<file path="config.mk">
export PLATFORM = sky130hd
export DESIGN_NAME = pipe_hazard_ctrl_flat
export DESIGN_NICKNAME = d
export VERILOG_FILES = /design/src/rtl/pipe_hazard_ctrl_if.sv /design/src/rtl/pipe_hazard_ctrl.sv /design/src/flat_wrapper.sv
export SDC_FILE = /design/constraint.sdc
export NUM_CORES = 1
export LEC_CHECK = 0
export ABC_CLOCK_PERIOD_IN_PS = 3400
export BUFFER_PORTS_ARGS = -buffer_cell sky130_fd_sc_hd__buf_2
export CAP_MARGIN = 20
export CORE_ASPECT_RATIO = 1.1
export CORE_UTILIZATION = 36
export DETAILED_ROUTE_END_ITERATION = 8
export PLACE_DENSITY = 0.84
export SLEW_MARGIN = 20
export SYNTH_ARGS = -nofsm -noshare
export SYNTH_HDL_FRONTEND = slang
export SYNTH_SLANG_ARGS = --single-unit
</file>
<file path="constraint.sdc">
create_clock -name clk -period 3.4 [get_ports clk]
set_clock_uncertainty 0.1 [all_clocks]
set_input_delay 0.68 -clock clk [delete_from_list [all_inputs] [get_ports clk]]
set_output_delay 0.68 -clock clk [all_outputs]
set_load 0.03 [all_outputs]
</file>
<file path="src/rtl/pipe_hazard_ctrl_if.sv">
// Pipeline hazard interface: RR/EX/MEM status in, pipeline-register load/flush controls out.
// master = pipeline datapath side, slave = hazard controller.
interface pipe_hazard_ctrl_if #(
  parameter int REG_ADDR_W = 3,
  parameter int CNT_W      = 16
);
  logic                  rr_valid;
  logic                  rr_uses_src1;
  logic                  rr_uses_src2;
  logic [REG_ADDR_W-1:0] rr_src1;
  logic [REG_ADDR_W-1:0] rr_src2;
  logic                  ex_valid;
  logic                  ex_is_load;
  logic [REG_ADDR_W-1:0] ex_dest;
  logic                  ex_br_taken;
  logic                  mem_busy;

  logic                  pc_ld;
  logic                  ld_if_id;
  logic                  ld_id_rr;
  logic                  ld_rr_ex;
  logic                  ld_ex_mem;
  logic                  ld_mem_wb;
  logic                  flush_if_id;
  logic                  flush_id_rr;
  logic                  bubble_rr_ex;
  logic [CNT_W-1:0]      stall_cycles;
  logic [CNT_W-1:0]      flush_events;

  modport master (
    output rr_valid, rr_uses_src1, rr_uses_src2, rr_src1, rr_src2,
           ex_valid, ex_is_load, ex_dest, ex_br_taken, mem_busy,
    input  pc_ld, ld_if_id, ld_id_rr, ld_rr_ex, ld_ex_mem, ld_mem_wb,
           flush_if_id, flush_id_rr, bubble_rr_ex, stall_cycles, flush_events
  );

  modport slave (
    input  rr_valid, rr_uses_src1, rr_uses_src2, rr_src1, rr_src2,
           ex_valid, ex_is_load, ex_dest, ex_br_taken, mem_busy,
    output pc_ld, ld_if_id, ld_id_rr, ld_rr_ex, ld_ex_mem, ld_mem_wb,
           flush_if_id, flush_id_rr, bubble_rr_ex, stall_cycles, flush_events
  );
endinterface

</file>
<file path="src/rtl/pipe_hazard_ctrl.sv">
// Load-enable / flush / bubble control for a 6-stage pipeline (load-use, branch, memory wait).
// Define PIPE_HAZARD_PERF_EN to build the saturating stall/flush performance counters.
module pipe_hazard_ctrl #(
  parameter int REG_ADDR_W = 3,
  parameter int LU_STALL   = 1,
  parameter int CNT_W      = 16
) (
  input logic              clk,
  input logic              reset,
  pipe_hazard_ctrl_if.slave hz
);

  typedef enum logic {RUN, LU_WAIT} fsm_t;
  typedef enum logic [2:0] {M_RESET, M_FREEZE, M_BRANCH, M_STALL, M_NORMAL} mode_t;

  fsm_t                  fsm, fsm_nxt;
  logic [1:0]            lu_cnt, lu_cnt_nxt;
  logic [REG_ADDR_W-1:0] ex_dest;
  logic                  lu_hit;
  mode_t                 mode;

  assign ex_dest = hz.ex_dest;
  assign lu_hit  = hz.rr_valid & hz.ex_valid & hz.ex_is_load &
                   ((hz.rr_uses_src1 & (hz.rr_src1 == ex_dest)) |
                    (hz.rr_uses_src2 & (hz.rr_src2 == ex_dest)));

  // Priority: reset > memory freeze > taken branch > load-use > normal.
  always_comb begin
    if (reset)                              mode = M_RESET;
    else if (hz.mem_busy)                   mode = M_FREEZE;
    else if (hz.ex_br_taken)                mode = M_BRANCH;
    else if ((fsm == LU_WAIT) || lu_hit)    mode = M_STALL;
    else                                    mode = M_NORMAL;
  end

  // NOTE: state flops use non-blocking assignments so every flop samples pre-edge values.
  always_ff @(posedge clk) begin
    if (reset) begin
      fsm    <= RUN;
      lu_cnt <= 2'd0;
    end else begin
      fsm    <= fsm_nxt;
      lu_cnt <= lu_cnt_nxt;
    end
  end

  // NOTE: defaults first in every always_comb so no path leaves a signal unassigned (no latches).
  always_comb begin
    fsm_nxt    = fsm;
    lu_cnt_nxt = lu_cnt;
    unique case (mode)
      M_BRANCH: begin
        fsm_nxt    = RUN;
        lu_cnt_nxt = 2'd0;
      end
      M_STALL: begin
        if (fsm == LU_WAIT) begin
          lu_cnt_nxt = lu_cnt - 2'd1;
          if (lu_cnt == 2'd1) fsm_nxt = RUN;
        end else if (LU_STALL > 1) begin
          fsm_nxt    = LU_WAIT;
          lu_cnt_nxt = 2'(LU_STALL - 1);
        end
      end
      default: ;
    endcase
  end

  always_comb begin
    hz.pc_ld        = 1'b0;
    hz.ld_if_id     = 1'b0;
    hz.ld_id_rr     = 1'b0;
    hz.ld_rr_ex     = 1'b0;
    hz.ld_ex_mem    = 1'b0;
    hz.ld_mem_wb    = 1'b0;
    hz.flush_if_id  = 1'b0;
    hz.flush_id_rr  = 1'b0;
    hz.bubble_rr_ex = 1'b0;
    unique case (mode)
      M_NORMAL, M_BRANCH: begin
        hz.pc_ld     = 1'b1;
        hz.ld_if_id  = 1'b1;
        hz.ld_id_rr  = 1'b1;
        hz.ld_rr_ex  = 1'b1;
        hz.ld_ex_mem = 1'b1;
        hz.ld_mem_wb = 1'b1;
        if (mode == M_BRANCH) begin
          hz.flush_if_id  = 1'b1;
          hz.flush_id_rr  = 1'b1;
          hz.bubble_rr_ex = 1'b1;
        end
      end
      M_STALL: begin
        // Front end holds the dependent instruction; a NOP drains into EX.
        hz.ld_rr_ex     = 1'b1;
        hz.ld_ex_mem    = 1'b1;
        hz.ld_mem_wb    = 1'b1;
        hz.bubble_rr_ex = 1'b1;
      end
      default: ;
    endcase
  end

`ifdef PIPE_HAZARD_PERF_EN
  logic [CNT_W-1:0] stall_q, flush_q;

  always_ff @(posedge clk) begin
    if (reset) begin
      stall_q <= '0;
      flush_q <= '0;
    end else begin
      if (((mode == M_FREEZE) || (mode == M_STALL)) && (stall_q != '1))
        stall_q <= stall_q + 1'b1;
      if ((mode == M_BRANCH) && (flush_q != '1))
        flush_q <= flush_q + 1'b1;
    end
  end

  assign hz.stall_cycles = stall_q;
  assign hz.flush_events = flush_q;
`else
  assign hz.stall_cycles = {CNT_W{1'b0}};
  assign hz.flush_events = {CNT_W{1'b0}};
`endif

endmodule

</file>
<file path="src/flat_wrapper.sv">
// flat-port wrapper written by rule: the top's interface ports become plain ports
module pipe_hazard_ctrl_flat 
#(
  parameter int REG_ADDR_W = 3,
  parameter int LU_STALL   = 1,
  parameter int CNT_W      = 16
)
  (clk, reset, hz_rr_valid, hz_rr_uses_src1, hz_rr_uses_src2, hz_rr_src1, hz_rr_src2, hz_ex_valid, hz_ex_is_load, hz_ex_dest, hz_ex_br_taken, hz_mem_busy, hz_pc_ld, hz_ld_if_id, hz_ld_id_rr, hz_ld_rr_ex, hz_ld_ex_mem, hz_ld_mem_wb, hz_flush_if_id, hz_flush_id_rr, hz_bubble_rr_ex, hz_stall_cycles, hz_flush_events);
  pipe_hazard_ctrl_if #(.REG_ADDR_W(REG_ADDR_W), .CNT_W(CNT_W)) hz_i ();
  input logic clk;
  input logic reset;
  input wire logic [$bits(hz_i.rr_valid)-1:0] hz_rr_valid;
  input wire logic [$bits(hz_i.rr_uses_src1)-1:0] hz_rr_uses_src1;
  input wire logic [$bits(hz_i.rr_uses_src2)-1:0] hz_rr_uses_src2;
  input wire logic [$bits(hz_i.rr_src1)-1:0] hz_rr_src1;
  input wire logic [$bits(hz_i.rr_src2)-1:0] hz_rr_src2;
  input wire logic [$bits(hz_i.ex_valid)-1:0] hz_ex_valid;
  input wire logic [$bits(hz_i.ex_is_load)-1:0] hz_ex_is_load;
  input wire logic [$bits(hz_i.ex_dest)-1:0] hz_ex_dest;
  input wire logic [$bits(hz_i.ex_br_taken)-1:0] hz_ex_br_taken;
  input wire logic [$bits(hz_i.mem_busy)-1:0] hz_mem_busy;
  output wire logic [$bits(hz_i.pc_ld)-1:0] hz_pc_ld;
  output wire logic [$bits(hz_i.ld_if_id)-1:0] hz_ld_if_id;
  output wire logic [$bits(hz_i.ld_id_rr)-1:0] hz_ld_id_rr;
  output wire logic [$bits(hz_i.ld_rr_ex)-1:0] hz_ld_rr_ex;
  output wire logic [$bits(hz_i.ld_ex_mem)-1:0] hz_ld_ex_mem;
  output wire logic [$bits(hz_i.ld_mem_wb)-1:0] hz_ld_mem_wb;
  output wire logic [$bits(hz_i.flush_if_id)-1:0] hz_flush_if_id;
  output wire logic [$bits(hz_i.flush_id_rr)-1:0] hz_flush_id_rr;
  output wire logic [$bits(hz_i.bubble_rr_ex)-1:0] hz_bubble_rr_ex;
  output wire logic [$bits(hz_i.stall_cycles)-1:0] hz_stall_cycles;
  output wire logic [$bits(hz_i.flush_events)-1:0] hz_flush_events;
  assign hz_i.rr_valid = hz_rr_valid;
  assign hz_i.rr_uses_src1 = hz_rr_uses_src1;
  assign hz_i.rr_uses_src2 = hz_rr_uses_src2;
  assign hz_i.rr_src1 = hz_rr_src1;
  assign hz_i.rr_src2 = hz_rr_src2;
  assign hz_i.ex_valid = hz_ex_valid;
  assign hz_i.ex_is_load = hz_ex_is_load;
  assign hz_i.ex_dest = hz_ex_dest;
  assign hz_i.ex_br_taken = hz_ex_br_taken;
  assign hz_i.mem_busy = hz_mem_busy;
  assign hz_pc_ld = hz_i.pc_ld;
  assign hz_ld_if_id = hz_i.ld_if_id;
  assign hz_ld_id_rr = hz_i.ld_id_rr;
  assign hz_ld_rr_ex = hz_i.ld_rr_ex;
  assign hz_ld_ex_mem = hz_i.ld_ex_mem;
  assign hz_ld_mem_wb = hz_i.ld_mem_wb;
  assign hz_flush_if_id = hz_i.flush_if_id;
  assign hz_flush_id_rr = hz_i.flush_id_rr;
  assign hz_bubble_rr_ex = hz_i.bubble_rr_ex;
  assign hz_stall_cycles = hz_i.stall_cycles;
  assign hz_flush_events = hz_i.flush_events;
  pipe_hazard_ctrl #(.REG_ADDR_W(REG_ADDR_W), .LU_STALL(LU_STALL), .CNT_W(CNT_W)) u_core (.clk(clk), .reset(reset), .hz(hz_i));
endmodule
</file>
Yosys cells after proc, flatten, opt, wreduce, memory -nomap -nowiden
Index checks and enable logic that the tools add are counted.

operators by class
  add/subtract/negate cells = 1
  equal/unequal tests = 7
  multiplexer cells = 14
  bitwise gates (word level) = 6
  reductions and logical operators = 5

operators by type and width
  cell                 number
  $mux 3               4
  $eq 3x2->1 const B   2
  $eq 3x3->1           2
  $mux 1               6
  $and 1x1->1          5
  $pmux 1 s2           2
  $pmux 2 s2           1
  $eq 3x3->1 const B   1
  $reduce_or 3->1      1
  $eq 2x1->1 const B   1
  $mux 2               1
  $ne 2x1->1 const B   1
  $reduce_and 2->1     1
  $reduce_bool 2->1    1
  $reduce_or 2->1      1
  $sub 2x1->2 const B  1
  $logic_or 1x1->1     1
  $or 1x1->1           1

storage, ports and cells
  register bits = 3
  input bits = 18
  output and inout port bits = 41
  word-level logic and storage cells = 35

Longest topological paths before layout
Gate-level depths: netlist (run 1).

  word-level depth = 12
  depth in mapped cells = 5
  depth with buffers taken out = 5

Worst setup path after synthesis (run 1)
No wires, ideal clock.

  path kind = input port to output port
  start point = input port hz_mem_busy
  end point = output port hz_ld_if_id
  data arrival time = 1.960 ns
  path slack = 0.660 ns
  cell stages on the path = 3
  cells stage by stage = nor2_1 o311a_1 buf_4

between the ends
  longest elaborated chain between the ends = 5
  elaborated cells between the ends (all ways) = 6
  those cells by class = eq/ne (2); mux (3); reduce/logical (1)

ends and longest elaborated chain
  item                                      RTL line                text
  start: declaration                        flat_wrapper.sv:21      input wire logic [$bits(hz_i.mem_busy)-1:0] hz_mem_busy;
  $mux 3 *                                  pipe_hazard_ctrl.sv:30  else if (hz.mem_busy) mode = M_FREEZE;
  $mux 3 *                                  pipe_hazard_ctrl.sv:29  if (reset) mode = M_RESET;
  $eq 3x3->1 or $eq 3x2->1 (tied branches)  --
  $reduce_or 2->1 *                         --
  $mux 1 *                                  --
  end: declaration                          flat_wrapper.sv:23      output wire logic [$bits(hz_i.ld_if_id)-1:0] hz_ld_if_id;

Every way passes the cells marked *; elsewhere a longest branch is shown, timed or not.

Final worst setup path (run 1)
  start point = input port hz_ex_dest[1]
  end point = output port hz_ld_if_id

between the ends
  longest elaborated chain between the ends = 12
  elaborated cells between the ends (all ways) = 15
  those cells by class = eq/ne (4); mux (5); bitwise (4); reduce/logical (2)

ends and longest elaborated chain
  item                                      RTL line                                        text
  start: declaration                        flat_wrapper.sv:19                              input wire logic [$bits(hz_i.ex_dest)-1:0] hz_ex_dest;
  $eq 3x3->1 (on tied branches)             pipe_hazard_ctrl.sv:24, pipe_hazard_ctrl.sv:25
  $and 1x1->1 (on tied branches)            pipe_hazard_ctrl.sv:24, pipe_hazard_ctrl.sv:25
  $or 1x1->1 *                              pipe_hazard_ctrl.sv:24                          ((hz.rr_uses_src1 & (hz.rr_src1 == ex_dest)) |
  $and 1x1->1 *                             pipe_hazard_ctrl.sv:23                          assign lu_hit = hz.rr_valid & hz.ex_valid & hz.ex_is_load &
  $logic_or 1x1->1 *                        pipe_hazard_ctrl.sv:32                          else if ((fsm == LU_WAIT) || lu_hit) mode = M_STALL;
  $mux 3 *                                  pipe_hazard_ctrl.sv:32
  $mux 3 *                                  pipe_hazard_ctrl.sv:31                          else if (hz.ex_br_taken) mode = M_BRANCH;
  $mux 3 *                                  pipe_hazard_ctrl.sv:30
  $mux 3 *                                  pipe_hazard_ctrl.sv:29
  $eq 3x3->1 or $eq 3x2->1 (tied branches)  pipe_hazard_ctrl.sv:79                          unique case (mode)
  $reduce_or 2->1 *                         pipe_hazard_ctrl.sv:79
  $mux 1 *                                  pipe_hazard_ctrl.sv:79

Marked as above.

==> results by group, run 1 <==
Route
  • Wire length on met1: approximately 290 um
  • Final ANT Viol Nets: 0
  • Final wirelength: ~900 um
  • DR DRC count: 0
  • Metal3 WL: 120 um
  • Via count: between 400 and 500
  • Via density: between 3 and 4
  • DRT Pass-1 Iters: 2
  • First DRT Iteration DRCs: 1
  • Top layer in use: met3
  • Met2 wire length: ~490 um
  • Per-cell routed wire length: 8.266 um

Timing
  • Slew Viols, Final: 0
  • RSZ-0062 raised after global routing: false
  • Final setup violation count: 0
  • Setup TNS: 0 ns
  • Fmax: ~0.38 GHz
  • Hold Vio Cnt, Final: 0
  • Period utilisation layout: 0.7672
  • Min cycle time layout: 2.608 ns

Synth
  • Ys async rst share: 0
  • Mapped Area: ~540 um2
  • Mean area per synthesized cell: around 7.8 um2
  • Register area share after synthesis: 0.1111
  • Synth cell types: 19
  • EDFF count, synth: 0
  • Register bit total from synthesis: 3
  • Cells after synthesis: 69
  • Yosys warnings: 0
  • Main synth FF type: dfxtp_1

Run status
  • Status: finished, final reports clean

Critical path
  • Worst r2r path cells: 3
  • CP required: 2.62 ns
  • Worst EP arrival: 1.83 ns
  • Most frequent CP cell: buf_2
  • CP cell instances: buf_2 > xnor2_1 > and4_1 > a41oi_2 > o311a_1 > buf_2
  • CP max FO: 3
  • Slowest cell delay on critical path: 0.39 ns
  • WS Path Type: in2out
  • Critical path's slowest cell: o311a_1
  • Critical path capture point type: output pin
  • Setup crit start kind: primary input

GRT
  • First-pass GRT wire length: 1069 um
  • GRT overflow: 0
  • Largest net degree at the start of global routing: 8
  • Total track usage: 0.09617
  • Vias in the first global route: 324
  • Initial antenna violation count: 0

CTS
  • # resized after CTS: 0
  • CTS Buf Count: 3
  • Root Buffer: clkbuf_4
  • Htree depth: 1
  • Clk sinks: 3
  • Post-CTS Hold Buffers: 0
  • Post-CTS setup buffer count: 0
  • Clk Latency, worst-skew pair: 0.23 ns
  • Clk pin slew, worst setup/hold paths: roughly 0.04 ns
  • CTS tree: built
  • Clock tree buffer depth: 2

Cells and area
  • Final cell utilization of the core: 0.4014
  • Layout cell share with drive strength beyond 1: 0.3333
  • Most frequent cells in the layout: 32 x conb_1, 26 x buf_2, 6 x xnor2_1
  • Most common cell after layout, fill and taps aside: conb_1
  • ANT cells: 0
  • Multi-input combinational cell area: ~320 um2
  • Seq. cell area: around 60 um2
  • Fillers: between 150 and 200
  • Final nets: ~110
  • Area grow syn2layout: 2.778%

Die
  • Die Wd: around 39 um
  • Die span in y: between 40 and 50 um
  • Cell Rows: 14
  • Total Die Area: 0.001661 mm2
  • Initial core utilization: 0.3906
  • IO Count: 59
  • Core Area: between 0.001 and 0.0015 mm2

Power
  • PwrDens: 341.2 mW/mm2
  • Leak: approximately 0.31 nW
  • Max IR drop VDD: ~0.00012 V

Placed design
  • Hpwl dp: roughly 790 um
  • GP Congestion: 0.5276
  • IO buf count: 26

Hold path
  • HP Class: reg2reg
  • Hold Path Depth: 2

Flow run
  • Max-cap viol count: 0
kinds of logic (layout without fill, tap and decap cells):
| logic type | Yosys count | count (layout) | synth area share |
|---|---|---|---|
| flip-flops | 3 | 3 | 0.1111 |
| AND/OR/NAND/NOR | 12 | 12 | 0.1158 |
| adder cells (fa/ha/maj) | 1 | 1 | 0.02314 |
| buffers and inverters | 38 | 31 | 0.5208 |
| XOR/XNOR | 6 | 6 | 0.09722 |
| AO/OA/AOI/OAI | 8 | 8 | 0.1250 |
| other | 1 | 32 | 0.006938 |
through the flow:
step / hold WS, ns / setup slack (ns) / power (mW) / std cells / instance area (um2)
detailed placement: 0.3738 / 0.7775 / 0.1255 / 105 / 529.3
floorplan: 0.3435 / 0.6604 / 0.1382 / 100 / 656.9
finish: 0.3824 / 0.7917 / 0.1895 / 109 / 555.5
global route: 0.4026 / 0.7681 / 0.2007 / 109 / 555.5
global placement: 0.3630 / 0.8253 / 0.1245 / 105 / 529.3
CTS: 0.3793 / 0.7717 / 0.1916 / 109 / 555.5
power by group:
part	switching (mW)	total [mW]	internal, mW	leakage [nW]
registers	0	0.0353	0.0353	0.0241
clock network	0.0200	0.0641	0.0441	0.0150
logic	0.0719	0.0900	0.0182	0.270
total	0.0919	0.190	0.0976	0.309
synthesized netlist by cell type, types with 2 or more instances:
cell,number,area share
nor2_1,5,0.035
xnor2_1,6,0.097
dfxtp_1,3,0.11
buf_4,37,0.51
a21oi_1,2,0.019
o21ai_0,3,0.028
cell type report:
type | count | share of cell area
Sequential cell | 3 | 0.1081
Multi-Input combinational cell | 59 | 0.5676
Timing Repair Buffer | 26 | 0.2342
Inverter | 1 | 0.006757
Clock buffer | 4 | 0.04730
Tap cell | 16 | 0.03604
final timing paths:
kind         slack [ns]              from                to
min                0.38  u_core.lu_cnt[1]  u_core.lu_cnt[1]
max reg2reg        2.31        u_core.fsm  u_core.lu_cnt[0]
min reg2reg        0.38  u_core.lu_cnt[1]  u_core.lu_cnt[1]
max                0.79     hz_ex_dest[1]       hz_ld_if_id
per-layer routing:
metal | vias to the layer above | track usage
met5 | - | 0
met4 | 0 | 0.06207
met3 | 0 | 0.03723
met2 | 35 | 0.1900
met1 | 179 | 0.06452
li1 | 203 | -
flip-flops by register name, indices dropped and copies added (netlist names):
| register | cells |
|---|---|
| u_core.fsm | 1 |
| u_core.lu_cnt | 2 |
worst max-delay path, delay by kind of cell:
family                    cells  cell delay (ns)
AOI/OAI and AO/OA             2             0.45
xor gates and xnor gates      1             0.16
and+or+nand+nor               1             0.24
buffers and inverters         2             0.31
(Power assumes the default switching activity.)
==> run 2: changes to the inputs <==
--- a/config.mk
+++ b/config.mk
@@ -5,13 +5,14 @@
 export SDC_FILE = /design/constraint.sdc
 export NUM_CORES = 1
 export LEC_CHECK = 0
-export ABC_CLOCK_PERIOD_IN_PS = 3400
+export ABC_AREA = 1
+export ABC_CLOCK_PERIOD_IN_PS = 2180
 export BUFFER_PORTS_ARGS = -buffer_cell sky130_fd_sc_hd__buf_2
 export CAP_MARGIN = 20
 export CORE_ASPECT_RATIO = 1.1
-export CORE_UTILIZATION = 36
+export CORE_UTILIZATION = 32
 export DETAILED_ROUTE_END_ITERATION = 8
-export PLACE_DENSITY = 0.84
+export PLACE_DENSITY = 0.76
 export SLEW_MARGIN = 20
 export SYNTH_ARGS = -nofsm -noshare
 export SYNTH_HDL_FRONTEND = slang
==> constraint.sdc (replaced) <==
create_clock -name clk -period 2.18 [get_ports clk]
set_clock_uncertainty 0.1 [all_clocks]
set_input_delay 0.436 -clock clk [delete_from_list [all_inputs] [get_ports clk]]
set_output_delay 0.436 -clock clk [all_outputs]
set_load 0.03 [all_outputs]
==> results by group, run 2 <==
Placed design
  • IO buf count: 26 (unchanged)
  • Place WS: 0.2450 ns (-0.5325 ns)
  • GP Congestion: 0.6097 (+16%)
  • Hpwl dp: 796.1 um (+1.3%)

Critical path
  • WS Path Type: in2out
  • CP required: 1.64 ns (-0.98 ns)
  • Most frequent CP cell: nand2_1
  • Worst setup path end: hz_pc_ld
  • Worst EP arrival: 1.39 ns (-0.44 ns)
  • CP cell instances: buf_2 > inv_2 > nand2_1 > nand2_1 > nor2_1 > nand2_1 > nand2_1 > nand2_1 > nand2_1 > a21oi_1 > buf_2
  • Slowest cell delay on critical path: 0.24 ns (-0.15 ns)
  • CP top delay family: buffers and inverters
  • CP Depth: 11 (+5)
  • Critical path's slowest cell: buf_2
  • CP max FO: 3 (unchanged)
  • Critical R2R Launch: u_core.lu_cnt[1]
  • Setup crit start kind: primary input
  • CP Launch Point: hz_ex_dest[2]
  • FF-to-FF setup slack: 1.20 ns (-1.11 ns)
  • Worst r2r path cells: 4 (+1)
  • Crit path buffers/inverters: 3 (+1)
  • RR Endpoint: u_core.lu_cnt[1]
  • Critical path capture point type: output pin

Route
  • Final ANT Viol Nets: 0 (unchanged)
  • Per-cell routed wire length: 6.236 um (-25%)
  • Via density: 3.679 (-3.8%)
  • Via count: 515 (+24%)
  • Final wirelength: 873 um (-3.1%)
  • Met2 wire length: 476 um (-2.3%)
  • First DRT Iteration DRCs: 6 (+5)
  • Metal3 WL: 73 um (-39%)
  • Wire length on met1: 315 um (+7.1%)
  • Top layer in use: met4
  • DR DRC count: 0 (unchanged)
  • DRT Pass-1 Iters: 4 (+2)

Synth
  • Post-synth top cells: 37 x buf_4, 24 x nand2_1, 11 x inv_1, 9 x nor2_1, 4 x nand3_1
  • Cells after synthesis: 99 (+43%)
  • Ys async rst share: 0 (unchanged)
  • Ranking of synthesized cells by area: buf_4 47%, nand2_1 15%, dfxtp_1 10%
  • Register area share after synthesis: 0.1019 (-0.009200)
  • Mapped Area: 589.3 um2 (+9.0%)
  • Yosys top cell area share: 0.4713 (-0.04255)
  • Synth cell types: 15 (-4)
  • Register bit total from synthesis: 3 (unchanged)
  • Yosys warnings: 0 (unchanged)
  • Mean area per synthesized cell: 5.953 um2 (-24%)
  • Yosys top cell by area: buf_4
  • Main synth FF type: dfxtp_1
  • EDFF count, synth: 0 (unchanged)
  • Count leader, synth: buf_4

GRT
  • GRT overflow: 0 (unchanged)
  • First-pass GRT wire length: 1283 um (+20%)
  • Total track usage: 0.09128 (-0.004894)
  • Initial antenna violation count: 0 (unchanged)
  • Largest net degree at the start of global routing: 9 (+1)
  • Vias in the first global route: 363 (+12%)

CTS
  • Post-CTS Hold Buffers: 0 (unchanged)
  • Htree depth: 1 (unchanged)
  • Root Buffer: clkbuf_4
  • CTS tree: built
  • Clk Latency, worst-skew pair: 0.23 ns (about the same)
  • CTS Buf Count: 3 (unchanged)
  • Post-CTS setup buffer count: 0 (unchanged)
  • # resized after CTS: 0 (unchanged)
  • Clk sinks: 3 (unchanged)
  • Clk pin slew, worst setup/hold paths: 0.04 ns (about the same)
  • Clock tree buffer depth: 2 (unchanged)

Cells and area
  • Reg with most FFs: u_core.lu_cnt
  • Most frequent cells in the layout: 32 x conb_1, 26 x buf_2, 24 x nand2_1
  • Most common cell after layout, fill and taps aside: conb_1
  • ANT cells: 0 (unchanged)
  • Final nets: 143 (+27%)
  • Largest register FFs: 2 (unchanged)
  • Top flop regs: u_core.lu_cnt x2, u_core.fsm x1
  • Area grow syn2layout: 2.760% (about the same)
  • Layout cell share with drive strength beyond 1: 0.2683 (-0.06504)

Timing
  • Setup TNS: 0 ns (unchanged)
  • RSZ-0062 raised after global routing: false
  • Hold Vio Cnt, Final: 0 (unchanged)
  • Min cycle time layout: approximately 1.9 ns
  • Fmax: slightly above 0.5 GHz
  • Slew Viols, Final: 0 (unchanged)
  • Final worst slack: 0.2565 ns (-0.5352 ns)
  • Period utilisation layout: 0.8823
  • Final setup violation count: 0 (unchanged)

Die
  • Initial core utilization: 0.3568 (-0.03378)
  • Die span in y: 47.01 um (+10%)
  • Core Area: 0.001652 mm2 (+19%)
  • Cell Rows: 15 (+1)
  • Total Die Area: 0.002017 mm2 (+21%)
  • Die Wd: 42.92 um (+10%)
  • IO Count: 59 (unchanged)

Flow run
  • Max-cap viol count: 0 (unchanged)

Hold path
  • Min-Delay Startpoint: reset
  • HP Class: in2reg

Power
  • Max IR drop VDD: 0.0003029 V (+140%)
  • PwrDens: 484.9 mW/mm2 (+42%)
  • Leak: 0.4335 nW (+40%)

Run status
  • Status: finished, final reports clean
-- run 2: cell types whose count changed in the layout (fill, tap and decap cells not counted), sizes merged, moves of 2 or more --
cell,previous run,this run
nand2,1,24
xnor2,6,0
nor2,5,10
nand3,1,4
inv,1,14
o21ai,3,1
-- run 2: per-stage QoR --
step	power (mW)	instance area, um2	hold WS [ns]	util	instances
finish	0.2936	605.6	0.3405	0.3667	140
global route	0.3211	605.6	0.3446	0.3667	140
CTS	0.2986	605.6	0.3296	0.3667	140
detailed placement	0.1982	579.3	0.3686	0.3508	136
global placement	0.1974	579.3	0.3533	0.3508	136
floorplan	0.2196	705.7	0.3421	-	130
-- run 2: area by class of cell --
type / instances / area [um2]
fill: 198 / 1046
multi-input combinational: 76 / 315.3
clock buffer: 4 / 26.28
sequential: 3 / 60.06
timing repair buffer: 26 / 130.1
tap: 17 / 21.27
inverter: 14 / 52.55
-- run 2: per-layer routing --
metal  GRT usage  vias to the layer above
met5           0                        -
met3     0.02308                        2
met1     0.09153                      201
met4     0.09375                        0
met2      0.1545                       37
li1            -                      275
-- run 2: worst reg2reg max path: stages (launching register included) --
cell     delay [ns]
dfxtp_1        0.32
inv_1          0.05
ha_1           0.26
nand4_1        0.09
nand2_1        0.05
-- run 2: worst min path at each step --
stage,endpoint,depth (start not counted),slack [ns]
after detailed placement,u_core.lu_cnt[1],2,0.37
after global placement,u_core.lu_cnt[1],2,0.35
after global routing,u_core.fsm,2,0.34
after CTS,u_core.fsm,2,0.33
final,u_core.fsm,2,0.34
after floorplan,u_core.lu_cnt[0],1,0.34
-- run 2: cells by family (layout without fill, tap and decap cells) --
logic type      after synthesis  after routing  share of synthesized area
compound gates                2              2                    0.01697
fa+ha+maj                     1              1                    0.02123
buf+inv                      51             44                     0.5605
flops                         3              3                     0.1019
other cells                   1             32                   0.006363
simple gates                 41             41                     0.2930
-- run 2: where the power goes --
group,switching [mW],internal [mW]
clock,0.0274,0.0685
combinational,0.116,0.0266
sequential,0.00000000000000000128,0.0552
total,0.143,0.150
